--- config.mk ---
export PLATFORM = sky130hd
export DESIGN_NAME = ppu_bg_fetch
export DESIGN_NICKNAME = d
export VERILOG_FILES = /design/src/rtl/ppu_bg_fetch.sv
export SDC_FILE = /design/constraint.sdc
export NUM_CORES = 1
export LEC_CHECK = 0
export CAP_MARGIN = 40
export CORE_UTILIZATION = 47
export CTS_CLUSTER_DIAMETER = 60
export DETAILED_ROUTE_END_ITERATION = 16
export HOLD_SLACK_MARGIN = 0.12
export PLACE_DENSITY = 0.94
export SETUP_SLACK_MARGIN = 0.15
export SLEW_MARGIN = 5
export SYNTH_ARGS = -nofsm -noshare
export SYNTH_HDL_FRONTEND = slang
export SYNTH_SLANG_ARGS = --single-unit
--- constraint.sdc ---
create_clock -name clk -period 3.2 [get_ports clk]
set_clock_uncertainty 0.1 [all_clocks]
set_input_delay 0.64 -clock clk [delete_from_list [all_inputs] [get_ports clk]]
set_output_delay 0.64 -clock clk [all_outputs]
set_load 0.01 [all_outputs]
--- src/rtl/ppu_bg_fetch.sv ---
// ---------------------------------------------------------------------------
// ppu_bg_fetch
//
// Purpose
//   NES-style background fetch pipeline. Each clock it takes one VGA sample
//   (col,row plus sync/visible flags), maps it onto the 256x240 NES
//   background (each NES pixel is 2x2 VGA pixels, 512x480 area), fetches
//   the name-table byte and then the two pattern-table planes from
//   external synchronous ROMs, and produces the 2-bit background colour
//   index. Every output for a sample appears together exactly 5 clocks
//   after the sample is presented.
//
//   Stage timing for a sample presented in cycle n:
//     n+1 : addr_ntable registered
//     n+2 : d_ntable valid from the ROM
//     n+3 : addr_ptable registered = {tile index, fine_y}
//     n+4 : d_ptable0/1 valid from the ROM
//     n+5 : px_idx, px_area, visible_o, hsync_o, vsync_o registered
//
//   Flow control: none. There is no valid/ready pair; the block accepts
//   one sample on every rising clock edge and can never stall.
//
// Ports
//   clk          system clock
//   rst          asynchronous active-low reset
//   col, row     current VGA column / row (10 bits)
//   visible      VGA active-area flag
//   hsync_in     horizontal sync (negative polarity)
//   vsync_in     vertical sync (negative polarity)
//   scroll_x     requested horizontal scroll in NES pixels
//   addr_ntable  registered name-table ROM address
//   d_ntable     name-table ROM data (1-cycle ROM latency)
//   addr_ptable  registered pattern-table address (shared by both planes)
//   d_ptable0/1  pattern-table plane 0 / plane 1 data (1-cycle latency)
//   px_idx       background colour index {plane1 bit, plane0 bit}
//   px_area      pixel lies inside the 512x480 NES area
//   visible_o    delayed visible
//   hsync_o      delayed hsync_in
//   vsync_o      delayed vsync_in
// ---------------------------------------------------------------------------
module ppu_bg_fetch #(
  parameter int C_MEMW = 8,
  parameter int C_LAT  = 5
) (
  input  logic              clk,
  input  logic              rst,
  input  logic [9:0]        col,
  input  logic [9:0]        row,
  input  logic              visible,
  input  logic              hsync_in,
  input  logic              vsync_in,
  input  logic [7:0]        scroll_x,
  output logic [9:0]        addr_ntable,
  input  logic [C_MEMW-1:0] d_ntable,
  output logic [10:0]       addr_ptable,
  input  logic [C_MEMW-1:0] d_ptable0,
  input  logic [C_MEMW-1:0] d_ptable1,
  output logic [1:0]        px_idx,
  output logic              px_area,
  output logic              visible_o,
  output logic              hsync_o,
  output logic              vsync_o
);

  // C_LAT only documents the latency; the pipeline depth is fixed at 5
  // because it is set by the two 1-cycle ROM round trips.
  localparam int LAT    = (C_LAT == 5) ? C_LAT : 5;
  // Sideband stage whose fine_y is paired with the returning name-table byte.
  localparam int STG_FY = 2;

  // Per-sample data that rides alongside the ROM accesses.
  typedef struct packed {
    logic [2:0] fine_x;
    logic [2:0] fine_y;
    logic       area;
    logic       vis;
    logic       hs;
    logic       vs;
  } side_t;

  // Syncs are negative polarity, so their idle (reset) value is 1.
  localparam side_t SIDE_RST = '{fine_x: 3'd0, fine_y: 3'd0, area: 1'b0,
                                 vis: 1'b0, hs: 1'b1, vs: 1'b1};

  logic [7:0]  scroll_q, scroll_d;
  logic [9:0]  addr_nt_q, addr_nt_d;
  logic [10:0] addr_pt_q, addr_pt_d;
  side_t       side_q [1:LAT-1];
  side_t       side_d;
  logic [1:0]  px_idx_q, px_idx_d;
  logic        px_area_q;
  logic        vis_q;
  logic        hs_q;
  logic        vs_q;

  logic        frame_start;
  logic [7:0]  scroll_eff;
  logic [7:0]  nes_x;
  logic [7:0]  nes_y;
  logic        in_area;
  logic [2:0]  bit_sel;

  always_comb begin
    frame_start = (col == 10'd0) && (row == 10'd0);
    // The frame's first sample already uses the scroll value being latched,
    // so the whole frame (including pixel 0,0) shares one scroll.
    scroll_eff  = frame_start ? scroll_x : scroll_q;
    scroll_d    = scroll_eff;

    // 8-bit add wraps horizontally: tile column 31 is followed by column 0.
    nes_x       = col[8:1] + scroll_eff;
    nes_y       = row[8:1];
    in_area     = (col < 10'd512) && (row < 10'd480) && visible;

    addr_nt_d   = {nes_y[7:3], nes_x[7:3]};

    side_d        = SIDE_RST;
    side_d.fine_x = nes_x[2:0];
    side_d.fine_y = nes_y[2:0];
    side_d.area   = in_area;
    side_d.vis    = visible;
    side_d.hs     = hsync_in;
    side_d.vs     = vsync_in;

    addr_pt_d   = {d_ntable[7:0], side_q[STG_FY].fine_y};

    // Pattern bytes hold the leftmost pixel in the MSB.
    bit_sel     = 3'd7 - side_q[LAT-1].fine_x;
    px_idx_d    = side_q[LAT-1].area ? {d_ptable1[bit_sel], d_ptable0[bit_sel]}
                                     : 2'b00;
  end

  always_ff @(posedge clk or negedge rst) begin
    if (!rst) begin
      scroll_q  <= 8'd0;
      addr_nt_q <= 10'd0;
      addr_pt_q <= 11'd0;
      for (int i = 1; i < LAT; i++) side_q[i] <= SIDE_RST;
      px_idx_q  <= 2'b00;
      px_area_q <= 1'b0;
      vis_q     <= 1'b0;
      hs_q      <= 1'b1;
      vs_q      <= 1'b1;
    end else begin
      scroll_q  <= scroll_d;
      addr_nt_q <= addr_nt_d;
      addr_pt_q <= addr_pt_d;
      side_q[1] <= side_d;
      for (int i = 2; i < LAT; i++) side_q[i] <= side_q[i-1];
      px_idx_q  <= px_idx_d;
      px_area_q <= side_q[LAT-1].area;
      vis_q     <= side_q[LAT-1].vis;
      hs_q      <= side_q[LAT-1].hs;
      vs_q      <= side_q[LAT-1].vs;
    end
  end

  assign addr_ntable = addr_nt_q;
  assign addr_ptable = addr_pt_q;
  assign px_idx      = px_idx_q;
  assign px_area     = px_area_q;
  assign visible_o   = vis_q;
  assign hsync_o     = hs_q;
  assign vsync_o     = vs_q;

endmodule
==> impl_metrics.csv <==
group,metric,value,unit
status,outcome,"finished, final reports clean",
synth,synthMuxAreaShare,8.61,%
placed_design,port_buffers,83,
route,wl,4.75,mm
die,dieWidth,72.4,um
timing,period_share,93.8,%
worst_setup_path,crit_fanout,4,
clock_network,clock_path_buffers,2,
placed_design,place_ws,-0.422,ns
die,core_area,4750,um^2
worst_setup_path,critPathArrivalTime,3.16,ns
timing,drv_slew,0,
timing,hold_viol,0,
synth,synth_ff_type,"dfrtp_1",
worst_setup_path,path_buf_inv,1,
worst_setup_path,path_cells,"dlygate4sd2_1, nor4_2, nand3_1, nor2_4, mux2_4, ha_4, fa_2, a21o_1, a21oi_2, o21bai_1, a21oi_1, xnor2_1",
die,initial_utilization,48.9,%
placed_design,dp_hpwl,3.46,mm
global_routing,grt_pass1_vias,1634,
cells_and_area,diodes,0,
clock_network,clock_sinks,69,
cells_and_area,syn2layout_area_growth,60.8,%
worst_setup_path,crit_path_end_kind,"register",
clock_network,root_buffer,"clkbuf_8",
timing,fmax,333,MHz
timing,tns,0,ns
min_path,min_path_type,"in -> async",
global_routing,gr-total-overflow,0,
clock_network,clock_latency,0.34,ns
die,rows,25,
route,drtIter0Drc,51,
route,drc,0,
global_routing,grt_util_all_layers,20.4,%
synth,syn_area_per_cell,18.2,um^2
timing,finalSetupViolCount,0,
timing,whs,0.251,ns
synth,synth_top_family_by_area,"multiplexers",
power,powerDensity,503,nW/um^2
worst_setup_path,r2r_cells,8,
clock_network,h-tree-depth,3,
clock_network,cts_tree,"yes",
timing,slew-limit-headroom,52.3,%
route,vias,1502,
synth,synth_fa_ha_area_share,4.63,%
worst_setup_path,crit_path_top_delay_cell,"mux2_4",
worst_setup_path,path_delay_family,"simple AND/OR/NAND/NOR gates",
die,die_y,72.4,um
synth,synth_edf_count,0,
power,p_leak,1.70,nW
clock_network,clkSlewWorstSetupHoldPaths,0.07,ns
timing,finalCriticalPeriod,3.00,ns
timing,setup_ws,0.197,ns
synth,synth-xor-area-share,2.26,%
route,antenna_left,0,
synth,syn-cell-area,2330,um^2
worst_setup_path,cp-start-kind,"primary input",
route,viasPerCell,4.68,
synth,ys_types,29,
power,ir_drop,0.298,mV
route,first_pass_iters,6,
placed_design,routabilityCongestion,0.860,
cells_and_area,final_layout_size_suffix_gt1_share,30.7,%
job,max-cap-violations,0,
synth,synth-simple-area-share,5.54,%
worst_setup_path,cp_num_cells,12,
worst_setup_path,path_class,"in -> reg",
global_routing,grt_pass1_wl,7.44,mm
global_routing,grt_max_degree,38,
clock_network,cts_buffers,9,
synth,synth_compound_area_share,4.03,%
timing,rsz0062_at_grt,"yes",
synth,ys_seq_elements,69,
synth,synthCells,128,
synth,yosys_warnings,0,
die,dieArea,5230,um^2
worst_setup_path,cpPeakStageDelay,0.34,ns
timing,tightest_slew,0.715,ns
die,ioPinCount,84,
global_routing,antenna_found_initial,0,
power,p_total,1.88,mW
synth,synth_fp_nets,193,
worst_setup_path,required,3.36,ns
cells_and_area,design_area,3740,um^2
cells_and_area,layout.nets,314,
route,wl_per_cell,14.8,um
synth,async_flop_share,100,%
placed_design,placed_area,3420,um^2
synth,seq_area_frac_synth,74.8,%
-- power breakdown --
part           total (mW)  switching [mW]  internal (mW)
clock               0.778           0.315          0.463
sequential          0.928          0.0131          0.914
combinational       0.178          0.0660          0.112
-- worst register-to-register path, cell delays in order (launching register included) --
cell,delay [ns]
dfrtp_1,0.37
mux2_4,0.29
ha_4,0.17
fa_2,0.33
a21o_1,0.20
a21oi_2,0.16
o21bai_1,0.07
a21oi_1,0.17
xnor2_1,0.13
-- kinds of logic after synthesis --
kind of cell / count (synthesis)
AOI/OAI and AO/OA: 14
xor gates and xnor gates: 6
adders and majority gates: 8
buffers and inverters: 1
DFF: 69
muxes: 14
and+or+nand+nor: 16
-- final timing paths --
path                            slack [ns]             end        start
worst max register to register        1.12  addr_ntable[3]  scroll_q[0]
worst max-delay path                  0.20  addr_ntable[3]       row[0]
max in group asynchronous             2.05      side_q[11]          rst
worst min-delay path                  0.25  addr_ptable[6]          rst
min in group clk                      0.25       side_q[7]   side_q[17]
worst min register to register        0.25       side_q[7]   side_q[17]
-- placed cells by master, fill, tap and decap left out, types with 3 or more instances in the layout --
cell type	instances
buf_4	25
dfrtp_1	59
dfstp_2	10
clkdlybuf4s50_1	66
ha_1	5
mux2_2	5
nor4_4	3
dlygate4sd2_1	15
a21oi_2	3
a21o_1	4
clkbuf_8	10
mux4_2	4
xor2_1	3
-- metrics by stage --
step / std cells / util [%]
final: 321 / 78.7
after global routing: 321 / 78.7
after CTS: 317 / 77.1
after detailed placement: 299 / 71.8
after global placement: 299 / 71.8
after floorplan: 128 / -
-- cell usage after synthesis, types with 3 or more instances --
master   count  area share (%)
dfstp_2     10              11
a21oi_1      4            0.86
xor2_1       3             1.1
ha_1         7             3.8
mux2_2       7             3.4
dfrtp_1     59              63
xnor2_1      3             1.1
a21o_1       4             1.3
mux4_2       4             3.9
-- final cells by class --
type                            instances  area, um^2
Inverter                                1        3.75
Fill cell                             294        1010
Timing Repair Buffer                  110        1030
Clock buffer                           11         141
Multi-Input combinational cell         58         663
Sequential cell                        69        1740
Tap cell                               67        83.8
Clock inverter                          5        83.8
-- per-layer routing --
layer | GRT usage [%] | vias up | share of wire (%)
li1 | - | 693 | -
met3 | 8.06 | 5 | 7.7
met1 | 21.6 | 731 | 38
met5 | 0 | - | 0
met4 | 9.80 | 0 | 0.80
met2 | 35.6 | 73 | 54
-- sequential cells by signal, indices dropped and copies added (netlist names) --
signal / count
side_q: 31
addr_ptable: 11
addr_ntable: 10
scroll_q: 8
addr_pt_d: 3
px_idx: 2
hsync_o: 1
px_area: 1
visible_o: 1
vsync_o: 1
-- repair_timing --
action,CTS,global route
buffers inserted,2,4
pin swaps,14,12
hold buffers,0,0
endpoints found under the setup margin,4,4
resized for setup,22,8
Power figures use the tool's default switching activity.
